`src/rtl/move_scheduler_if.sv`:
```
// move_scheduler_if: button/status inputs and move/status outputs of the move scheduler.
interface move_scheduler_if;
  localparam int unsigned COUNT_W = 8;

  logic               btn_n;
  logic               btn_s;
  logic               btn_e;
  logic               btn_w;
  logic               dead;
  logic               win;
  logic               N;
  logic               S;
  logic               E;
  logic               W;
  logic               busy;
  logic               game_over;
  logic [COUNT_W-1:0] move_count;

  // Driver side: buttons and location-FSM status in, moves and status out.
  modport master (
    output btn_n, btn_s, btn_e, btn_w, dead, win,
    input  N, S, E, W, busy, game_over, move_count
  );

  // Scheduler side.
  modport slave (
    input  btn_n, btn_s, btn_e, btn_w, dead, win,
    output N, S, E, W, busy, game_over, move_count
  );
endinterface

```
`src/rtl/move_scheduler.sv`:
```
// move_scheduler: debounces four direction buttons and issues spaced, one-hot
// move pulses to the location FSM until it reports death or win.
module move_scheduler #(
  parameter int unsigned DEBOUNCE_CYCLES = 4,
  parameter int unsigned GAP_CYCLES      = 2
) (
  input  logic            clock,
  input  logic            reset,
  move_scheduler_if.slave bus
);
  localparam int unsigned NB  = 4;
  localparam int unsigned CW  = 8;
  localparam int unsigned I_N = 0;
  localparam int unsigned I_S = 1;
  localparam int unsigned I_E = 2;
  localparam int unsigned I_W = 3;

  localparam logic [CW-1:0] DB_LAST  = CW'(DEBOUNCE_CYCLES - 1);
  localparam logic [CW-1:0] GAP_LOAD = CW'(GAP_CYCLES);
  localparam logic [CW-1:0] CNT_MAX  = '1;
  localparam logic [CW-1:0] CNT_ONE  = CW'(1);

  localparam logic [1:0] ST_IDLE  = 2'd0;
  localparam logic [1:0] ST_ISSUE = 2'd1;
  localparam logic [1:0] ST_GAP   = 2'd2;
  localparam logic [1:0] ST_OVER  = 2'd3;

  logic [NB-1:0]         raw;
  logic [NB-1:0]         sync1_q, sync1_d;
  logic [NB-1:0]         sync2_q, sync2_d;
  logic [NB-1:0]         deb_q, deb_d;
  logic [NB-1:0]         deb_prev_q, deb_prev_d;
  logic [NB-1:0][CW-1:0] stab_q, stab_d;
  logic [NB-1:0]         press;

  logic [1:0]            state_q, state_d;
  logic [NB-1:0]         dir_q, dir_d;
  logic [CW-1:0]         gap_q, gap_d;
  logic [CW-1:0]         count_q, count_d;
  logic                  busy_q, busy_d;
  logic                  over_q, over_d;
  logic                  end_game;

  assign raw      = {bus.btn_w, bus.btn_e, bus.btn_s, bus.btn_n};
  assign end_game = bus.dead | bus.win;
  assign press    = deb_q & ~deb_prev_q;

  // Synchronize, then debounce: a level change needs DEBOUNCE_CYCLES disagreeing samples in a row.
  always_comb begin
    sync1_d    = raw;
    sync2_d    = sync1_q;
    deb_prev_d = deb_q;
    deb_d      = deb_q;
    stab_d     = '0;
    for (int i = 0; i < NB; i++) begin
      if (sync2_q[i] != deb_q[i]) begin
        if (stab_q[i] == DB_LAST) begin
          deb_d[i] = sync2_q[i];
        end else begin
          stab_d[i] = stab_q[i] + CNT_ONE;
        end
      end
    end
  end

  // Scheduler next state; status outputs are registered from the next state.
  always_comb begin
    state_d = state_q;
    dir_d   = '0;
    gap_d   = gap_q;
    count_d = count_q;
    case (state_q)
      ST_IDLE: begin
        if (end_game) begin
          state_d = ST_OVER;
        end else if (|press) begin
          state_d = ST_ISSUE;
          if (press[I_N]) begin
            dir_d[I_N] = 1'b1;
          end else if (press[I_E]) begin
            dir_d[I_E] = 1'b1;
          end else if (press[I_S]) begin
            dir_d[I_S] = 1'b1;
          end else begin
            dir_d[I_W] = 1'b1;
          end
          if (count_q != CNT_MAX) begin
            count_d = count_q + CNT_ONE;
          end
        end
      end
      ST_ISSUE: begin
        if (end_game) begin
          state_d = ST_OVER;
        end else begin
          state_d = ST_GAP;
          gap_d   = GAP_LOAD;
        end
      end
      ST_GAP: begin
        if (end_game) begin
          state_d = ST_OVER;
        end else if (gap_q == CNT_ONE) begin
          state_d = ST_IDLE;
        end else begin
          gap_d = gap_q - CNT_ONE;
        end
      end
      ST_OVER: begin
        state_d = ST_OVER;
      end
      default: begin
        state_d = ST_IDLE;
      end
    endcase
    busy_d = (state_d == ST_ISSUE) || (state_d == ST_GAP);
    over_d = (state_d == ST_OVER);
  end

  // All state, cleared asynchronously.
  always_ff @(posedge clock or negedge reset) begin
    if (!reset) begin
      sync1_q    <= '0;
      sync2_q    <= '0;
      deb_q      <= '0;
      deb_prev_q <= '0;
      stab_q     <= '0;
      state_q    <= ST_IDLE;
      dir_q      <= '0;
      gap_q      <= '0;
      count_q    <= '0;
      busy_q     <= 1'b0;
      over_q     <= 1'b0;
    end else begin
      sync1_q    <= sync1_d;
      sync2_q    <= sync2_d;
      deb_q      <= deb_d;
      deb_prev_q <= deb_prev_d;
      stab_q     <= stab_d;
      state_q    <= state_d;
      dir_q      <= dir_d;
      gap_q      <= gap_d;
      count_q    <= count_d;
      busy_q     <= busy_d;
      over_q     <= over_d;
    end
  end

  assign bus.N          = dir_q[I_N];
  assign bus.S          = dir_q[I_S];
  assign bus.E          = dir_q[I_E];
  assign bus.W          = dir_q[I_W];
  assign bus.busy       = busy_q;
  assign bus.game_over  = over_q;
  assign bus.move_count = count_q;
endmodule

```
`src/flat_wrapper.sv`:
```
// flat-port wrapper written by rule: the top's interface ports become plain ports
module move_scheduler_flat 
#(
  parameter int unsigned DEBOUNCE_CYCLES = 4,
  parameter int unsigned GAP_CYCLES      = 2
)
  (clock, reset, bus_btn_n, bus_btn_s, bus_btn_e, bus_btn_w, bus_dead, bus_win, bus_N, bus_S, bus_E, bus_W, bus_busy, bus_game_over, bus_move_count);
  move_scheduler_if bus_i ();
  input  logic clock;
  input  logic reset;
  input wire logic [$bits(bus_i.btn_n)-1:0] bus_btn_n;
  input wire logic [$bits(bus_i.btn_s)-1:0] bus_btn_s;
  input wire logic [$bits(bus_i.btn_e)-1:0] bus_btn_e;
  input wire logic [$bits(bus_i.btn_w)-1:0] bus_btn_w;
  input wire logic [$bits(bus_i.dead)-1:0] bus_dead;
  input wire logic [$bits(bus_i.win)-1:0] bus_win;
  output wire logic [$bits(bus_i.N)-1:0] bus_N;
  output wire logic [$bits(bus_i.S)-1:0] bus_S;
  output wire logic [$bits(bus_i.E)-1:0] bus_E;
  output wire logic [$bits(bus_i.W)-1:0] bus_W;
  output wire logic [$bits(bus_i.busy)-1:0] bus_busy;
  output wire logic [$bits(bus_i.game_over)-1:0] bus_game_over;
  output wire logic [$bits(bus_i.move_count)-1:0] bus_move_count;
  assign bus_i.btn_n = bus_btn_n;
  assign bus_i.btn_s = bus_btn_s;
  assign bus_i.btn_e = bus_btn_e;
  assign bus_i.btn_w = bus_btn_w;
  assign bus_i.dead = bus_dead;
  assign bus_i.win = bus_win;
  assign bus_N = bus_i.N;
  assign bus_S = bus_i.S;
  assign bus_E = bus_i.E;
  assign bus_W = bus_i.W;
  assign bus_busy = bus_i.busy;
  assign bus_game_over = bus_i.game_over;
  assign bus_move_count = bus_i.move_count;
  move_scheduler #(.DEBOUNCE_CYCLES(DEBOUNCE_CYCLES), .GAP_CYCLES(GAP_CYCLES)) u_core (.clock(clock), .reset(reset), .bus(bus_i));
endmodule
```
`config.mk`:
```
export PLATFORM = sky130hd
export DESIGN_NAME = move_scheduler_flat
export DESIGN_NICKNAME = d
export VERILOG_FILES = /design/src/rtl/move_scheduler_if.sv /design/src/rtl/move_scheduler.sv /design/src/flat_wrapper.sv
export SDC_FILE = /design/constraint.sdc
export NUM_CORES = 1
export LEC_CHECK = 0
export ABC_AREA = 1
export BUFFER_PORTS_ARGS = -buffer_cell sky130_fd_sc_hd__buf_2
export CAP_MARGIN = 20
export CORE_ASPECT_RATIO = 1.4
export CORE_UTILIZATION = 44
export CTS_BUF_LIST = sky130_fd_sc_hd__clkbuf_4 sky130_fd_sc_hd__clkbuf_8
export CTS_CLUSTER_DIAMETER = 50
export CTS_CLUSTER_SIZE = 24
export DETAILED_ROUTE_END_ITERATION = 6
export PLACE_DENSITY = 0.59
export SLEW_MARGIN = 20
export SYNTH_ARGS = -nofsm -noshare
export SYNTH_HDL_FRONTEND = slang
export SYNTH_SLANG_ARGS = --single-unit
```
`constraint.sdc`:
```
create_clock -name clock -period 2.3 [get_ports clock]
set_input_delay 0 -clock clock [delete_from_list [all_inputs] [get_ports clock]]
set_output_delay 0 -clock clock [all_outputs]
set_load 0.1 [all_outputs]
```
==> metrics.md, run 1 <==
| Metric | Value |
|---|---|
| Outcome | finished, final reports clean |
| Share of cells above drive strength 1 | 0.129 |
| Layout Skew | 0.0105 ns |
| Critical Path Source | u_core.gap_q[1] |
| Syn Nets | 414 |
| Drt pass-1 iters | 4 |
| CTS tree | yes |
| Root buf cell | clkbuf_8 |
| Yosys top cell area share | 0.523 |
| First-pass GRT wire length | 10,800 um |
| Crit start category | flip-flop |
| Final period util | 0.636 |
| Number of remaining DRC errors | 0 |
| Fin nets | 454 |
| Core footprint | 7450 um^2 |
| Worst hold path class | in2reg |
| Synth warnings | 0 |
| Pwr/cell area | 754 nW/um^2 |
| Slew Limit Fails | 0 |
| Buffers on Ports | 21 |
| Mapped Cells | 398 |
| Routed Wire Length | 6050 um |
| Final hold viol count | 0 |
| # Max-Cap Violations | 0 |
| DP HPWL | 4200 um |
| ANT cells | 0 |
| Clk buf depth | 2 |
| Largest area contributor in the netlist | dfrtp_1 |
| R2R depth | 8 |
| Synthesis-to-layout area growth | 14.8% |
| Max H-tree Level | 3 |
| R2r setup slk | 0.84 ns |
| Clock-pin transition on the worst setup and hold timing paths | 0.08 ns |
| Slew margin rel. | 0.606 |
| Vias in the first global route | 2,460 |
| Vias per cell | 4.73 |
| Hold WS | 0.0321 ns |
| Synth top area cells | dfrtp_1 (52%), nand2_1 (11%), inv_1 (6.3%) |
| Final setup TNS | 0 ns |
| RSZ-0062 raised after global routing | no |
| CP required | 2.51 ns |
| DIE WIDTH | 76.8 um |
| Number of buffers created by CTS | 9 |
| Placed Area | 3690 um^2 |
| Total placed cells including tap cells | 517 |
| Final GP Congestion | 0.789 |
| WL/cell | 11.2 um |
| Worst-margin pin slew | 0.587 ns |
| Pleak | 2.04 nW |
| Clk sink count | 72 |
| Critical Path AT | 1.67 ns |
| Final ANT Viol Nets | 0 |
| Synthesized area per cell | 8.65 um^2 |
| Num rows | 37 |
| Die H | 107 um |
| Grt ovf | 0 |
| Pin count of the biggest net entering global routing | 73 |
| Global-route usage over all layers | 0.167 |
| Count of unique library cells instantiated by Yosys | 26 |
| Setup slack at placement | 0.851 ns |
| Post-route design area | 3950 um^2 |
| Peak VDD IR | 0.568 mV |
| Final min period | 1.46 ns |
| Die area | 8190 um^2 |
| Non-filler cells, final | 540 |
| Vias | 2,552 |
| Crit Reg-Reg Endpoint | u_core.bus.busy |
| Starting DRT DRC Count | 57 |
| Antenna violations before repair | 0 |
| FMAX | 0.684 GHz |
| Worst setup path end | u_core.bus.busy |
| Count of final setup violators | 0 |
| Yosys reg bits | 72 |
| Setup bufs post-CTS | 0 |
| CP max FO | 4 |
| Post-Syn Area | 3440 um^2 |
| FF-to-FF Start | u_core.gap_q[1] |
| Initial Utilization | 0.462 |
| Register area share after synthesis | 0.523 |
| I/O Pins | 22 |
| Worst setup path category | reg2reg |
| Worst setup EP type | flip-flop |
| Fin worst setup slack | 0.838 ns |
| Clock latency on the worst-skew pair | 0.33 ns |
repair_timing:
item,CTS,global route
gates resized for setup,0,0
endpoints found under the hold margin,77,0
hold buffers,7,0
worst max-delay path: stages (launching register included):
cell	delay, ns
dfrtp_1	0.40
inv_1	0.08
ha_1	0.16
inv_1	0.04
nor2_1	0.10
nand4_2	0.13
nand2_1	0.11
nand2_1	0.05
ha_1	0.27
power by group:
part	switching (W)	total [W]	internal, W	leakage (nW)
clock	0.000438	0.000942	0.000503	0.0995
combinational	0.000333	0.000516	0.000182	0.987
sequential	0.000113	0.00152	0.00141	0.952
total	0.000884	0.00298	0.00210	2.04
kinds of logic (layout without fill, tap and decap cells):
kind of cell	Yosys count	after routing	synth area share
and+or+nand+nor	211	211	0.290
DFF	72	72	0.523
buffers and inverters	63	108	0.0701
AOI/OAI and AO/OA	23	23	0.0349
xor gates and xnor gates	21	21	0.0534
adders and majority gates	8	8	0.0291
through the flow:
| step | power, W | util |
|---|---|---|
| after floorplan | 0.00192 | - |
| after global placement | 0.00205 | 0.495 |
| after detailed placement | 0.00207 | 0.495 |
| after CTS | 0.00303 | 0.530 |
| after global routing | 0.00318 | 0.530 |
| final | 0.00298 | 0.530 |
worst min-delay path by stage:
stage | startpoint | endpoint | slack [ns] | cells after the start
5_1_grt | bus_win | u_core.bus.busy | 0.04 | 4
2_1_floorplan | reset | u_core.bus.busy | -0.30 | 0
3_3_place_gp | reset | u_core.stab_q[14] | 0.06 | 2
3_5_place_dp | reset | u_core.sync1_q[1] | 0.06 | 2
4_1_cts | bus_win | u_core.bus.busy | 0.02 | 4
6_report | bus_win | u_core.bus.busy | 0.03 | 4
layer usage:
layer | vias to the layer above | GRT usage | part of all wire
li1 | 1324 | - | -
met1 | 1189 | 0.204 | 0.47
met2 | 35 | 0.285 | 0.50
met3 | 4 | 0.0417 | 0.030
met4 | 0 | 0.0591 | 0.0064
met5 | - | 0 | 0
cell usage in the layout, fill, tap and decap left out, types with 2 or more instances in the layout:
cell and instances:
nor2_1 49, clkbuf_8 12, nand4_1 11, ha_1 8, clkbuf_4 2, nor2_8 2
inv_1 58, o21ai_0 14, inv_2 3, a31oi_1 4, inv_4 2, nand3_1 21
xnor2_1 8, nand2_4 2, dlygate4sd3_1 7, nand2_1 98, buf_2 21, nor2_2 3
a21oi_1 5, nor3b_1 5, nor3_1 12, dfrtp_1 72, nor2_4 2, xor2_1 13
cells in the mapped netlist:
master,n
nand4_2,1
nand3_2,1
nor2_4,2
inv_4,2
inv_2,3
nand2_1,98
nand4_1,11
nor3_1,12
o21ai_0,14
nand3_1,21
nor2_8,2
nand2_4,2
xor2_1,13
nor3_4,1
a31oi_1,4
ha_1,8
dfrtp_1,72
nand2_2,1
a21oi_1,5
nor3b_1,5
inv_1,58
xnor2_1,8
nor2_2,3
nand3b_1,1
nor2_1,49
nand3_4,1
sequential cells by signal, summed over array words and instances, names as in the netlist:
signal / count
u_core.deb_prev_q: 4
u_core.deb_prev_d: 4
u_core.bus.move_count: 8
u_core.dir_q: 4
u_core.sync2_q: 4
u_core.stab_q: 32
u_core.gap_q: 8
u_core.sync1_q: 4
u_core.bus.game_over: 1
u_core.state_q: 2
u_core.bus.busy: 1
layout make-up:
class	count	area [um^2]
Clock inverter	2	12.5
Inverter	63	241
Clock buffer	14	180
Timing Repair Buffer	29	195
Tap cell	97	121
Multi-Input combinational cell	263	1400
Fill cell	686	3500
Sequential cell	72	1800
Note: power is estimated with default switching activity, not from simulation.
==> run 2, diff against run 1 <==
clock period = 1.5 ns   (was 2.3 ns; I/O delays follow)
==> run 2 against run 1 <==
  * Wire length down 0.51%
  * Setup slack worse by 0.73 ns
  * Sequential power up 54%
  * Critical path depth unchanged
  * Worst hold slack better by 0.17 ns
  * Register-to-register slack worse by 0.73 ns
  * Final area up 2.5%
  * Utilization up 1.3 points
  * Combinational power up 67%
  * Maximum frequency up 5.4%
  * Clock power up 83%
  * Sequential share of layout area down 0.74 points
  * Highest routed layer unchanged
==> metrics.md, run 2 (same netlist as run 1, synthesis figures left out) <==
| Metric | Value |
|---|---|
| Worst setup EP type | flip-flop |
| Die area | 8190 um^2 (unchanged) |
| Synthesis-to-layout area growth | 17.7% |
| Final min period | 1.39 ns (-0.0748 ns) |
| CP required | 1.73 ns (-0.78 ns) |
| Num rows | 37 (unchanged) |
| Routed Wire Length | 6020 um (-0.51%) |
| Final setup TNS | 0 ns (unchanged) |
| Commonest cells after routing, fill and taps aside | nand2_1 (98), dfrtp_1 (64), inv_1 (58), nor2_1 (48), buf_2 (21) |
| Vias per cell | 4.71 (-0.31%) |
| Slew margin rel. | 0.674 (+0.0684) |
| CP max FO | 3 (-1) |
| Grt ovf | 0 (unchanged) |
| Starting DRT DRC Count | 116 (+100%) |
| Max H-tree Level | 3 (unchanged) |
| Vias | 2,563 (+0.43%) |
| Final hold viol count | 0 (unchanged) |
| Number of buffers created by CTS | 9 (unchanged) |
| WL/cell | 11.1 um (-1.2%) |
| CTS tree | yes |
| Worst setup path category | reg2reg |
| Placed Area | 3740 um^2 (+1.3%) |
| DIE WIDTH | 76.8 um (unchanged) |
| Outcome | finished, final reports clean |
| Root buf cell | clkbuf_8 |
| FMAX | 0.721 GHz (+5.4%) |
| Overall power | 0.00492 W (+65%) |
| Clk sink count | 72 (unchanged) |
| Pleak | 2.06 nW (+0.87%) |
| Final GP Congestion | 0.793 (+0.39%) |
| Crit start category | flip-flop |
| Final ANT Viol Nets | 0 (unchanged) |
| Slew Limit Fails | 0 (unchanged) |
| Clk buf depth | 2 (unchanged) |
| Clock latency on the worst-skew pair | 0.34 ns (about the same) |
| I/O Pins | 22 (unchanged) |
| Number of remaining DRC errors | 0 (unchanged) |
| Count of final setup violators | 0 (unchanged) |
| Die H | 107 um (unchanged) |
| # Max-Cap Violations | 0 (unchanged) |
| Pin count of the biggest net entering global routing | 73 (unchanged) |
| Global-route usage over all layers | 0.164 (-0.00344) |
| RSZ-0062 raised after global routing | no |
| Final period util | 0.925 (+0.289) |
| Critical Path AT | 1.62 ns (-0.05 ns) |
| Largest Register | u_core.stab_q |
| ANT cells | 0 (unchanged) |
| Post-route design area | 4050 um^2 (+2.5%) |
| Vias in the first global route | 2,501 (+1.7%) |
| Drt pass-1 iters | 4 (unchanged) |
| Buffers on Ports | 21 (unchanged) |
| Core footprint | 7450 um^2 (unchanged) |
| Worst hold path class | in2async |
| Share of cells above drive strength 1 | 0.161 (+0.0324) |
| Clock-pin transition on the worst setup and hold timing paths | 0.08 ns (about the same) |
| Setup bufs post-CTS | 0 (unchanged) |
| Antenna violations before repair | 0 (unchanged) |
| Post-layout util | 0.544 (+0.0133) |
| Initial Utilization | 0.462 (unchanged) |
| Pwr/cell area | 1210 nW/um^2 (+61%) |
| Worst-margin pin slew | 0.492 ns (-0.0950 ns) |
| Most common cell after layout, fill and taps aside | nand2_1 |
| DP HPWL | 4190 um (-0.18%) |
| Number of flip-flops in the largest register | 32 (unchanged) |
| Layout Skew | 0.00709 ns (-0.00339 ns) |
| Peak VDD IR | 0.959 mV (+69%) |
| First-pass GRT wire length | 10,600 um (-1.7%) |
| Fin nets | 458 (+0.88%) |
==> run 2: changes by cell type in the layout (fill, tap and decap cells not counted), sizes merged <==
cell,previous run,this run
buf,22,26
clkbuf,14,10
bufinv,0,2
clkinv,1,3
clkinvlp,1,0
inv,63,64
==> run 2: layer usage <==
metal / routed length, um / share of wire / vias up / track usage
li1: - / - / 1334 / -
met1: 2710 / 0.45 / 1187 / 0.183
met2: 3030 / 0.50 / 30 / 0.292
met3: 169 / 0.028 / 12 / 0.0374
met4: 108 / 0.018 / 0 / 0.0769
met5: 0 / 0 / - / 0
==> run 2: worst max-delay path, stage by stage (launching register included) <==
cell and delay, ns:
dfrtp_1 0.40, inv_1 0.09, ha_1 0.16, inv_1 0.05
nor2_2 0.08, nand4_2 0.09, nand2_1 0.09, nand2_1 0.06
ha_1 0.26
==> run 2: layout make-up <==
cell class	count	area, um^2
fillers	656	3400
multi-input cells	263	1420
clock inverters	6	91.3
repair buffers	33	225
flip-flops and latches	72	1820
well taps	97	121
clock buffers	10	138
inverters	63	241
==> run 2: final timing paths <==
path                                       endpoint         startpoint  slack [ns]  depth (start not counted)
max                                 u_core.bus.busy    u_core.gap_q[1]        0.11                          8
min                               u_core.stab_q[12]              reset        0.20                          3
max reg2reg                         u_core.bus.busy    u_core.gap_q[1]        0.11                          8
min reg2reg                       u_core.sync2_q[0]  u_core.sync1_q[0]        0.35                          0
max in group asynchronous  u_core.bus.move_count[1]              reset        0.95                          3
min in group clock                u_core.sync1_q[1]          bus_btn_s        0.29                          2
==> run 2: repair_timing <==
action	4_1_cts	5_1_grt
endpoints found under the hold margin	78	1
gates resized for setup	0	3
setup endpoints to repair	0	17
hold buffers	7	1
==> run 2: per-stage QoR <==
| stage | hold slack [ns] | worst slack (ns) | cells |
|---|---|---|---|
| 5_1_grt | 0.253 | 0.00202 | 544 |
| 3_3_place_gp | 0.0630 | 0.119 | 521 |
| 6_report | 0.199 | 0.113 | 544 |
| 3_5_place_dp | 0.0622 | 0.0777 | 521 |
| 2_1_floorplan | -0.296 | 0.00470 | 398 |
| 4_1_cts | 0.0694 | 0.0390 | 544 |
==> run 2: where the power goes <==
group / internal (W) / switching (W)
Combinational: 0.000337 / 0.000525
Clock: 0.000990 / 0.000734
Sequential: 0.00216 / 0.000175
Total: 0.00349 / 0.00143
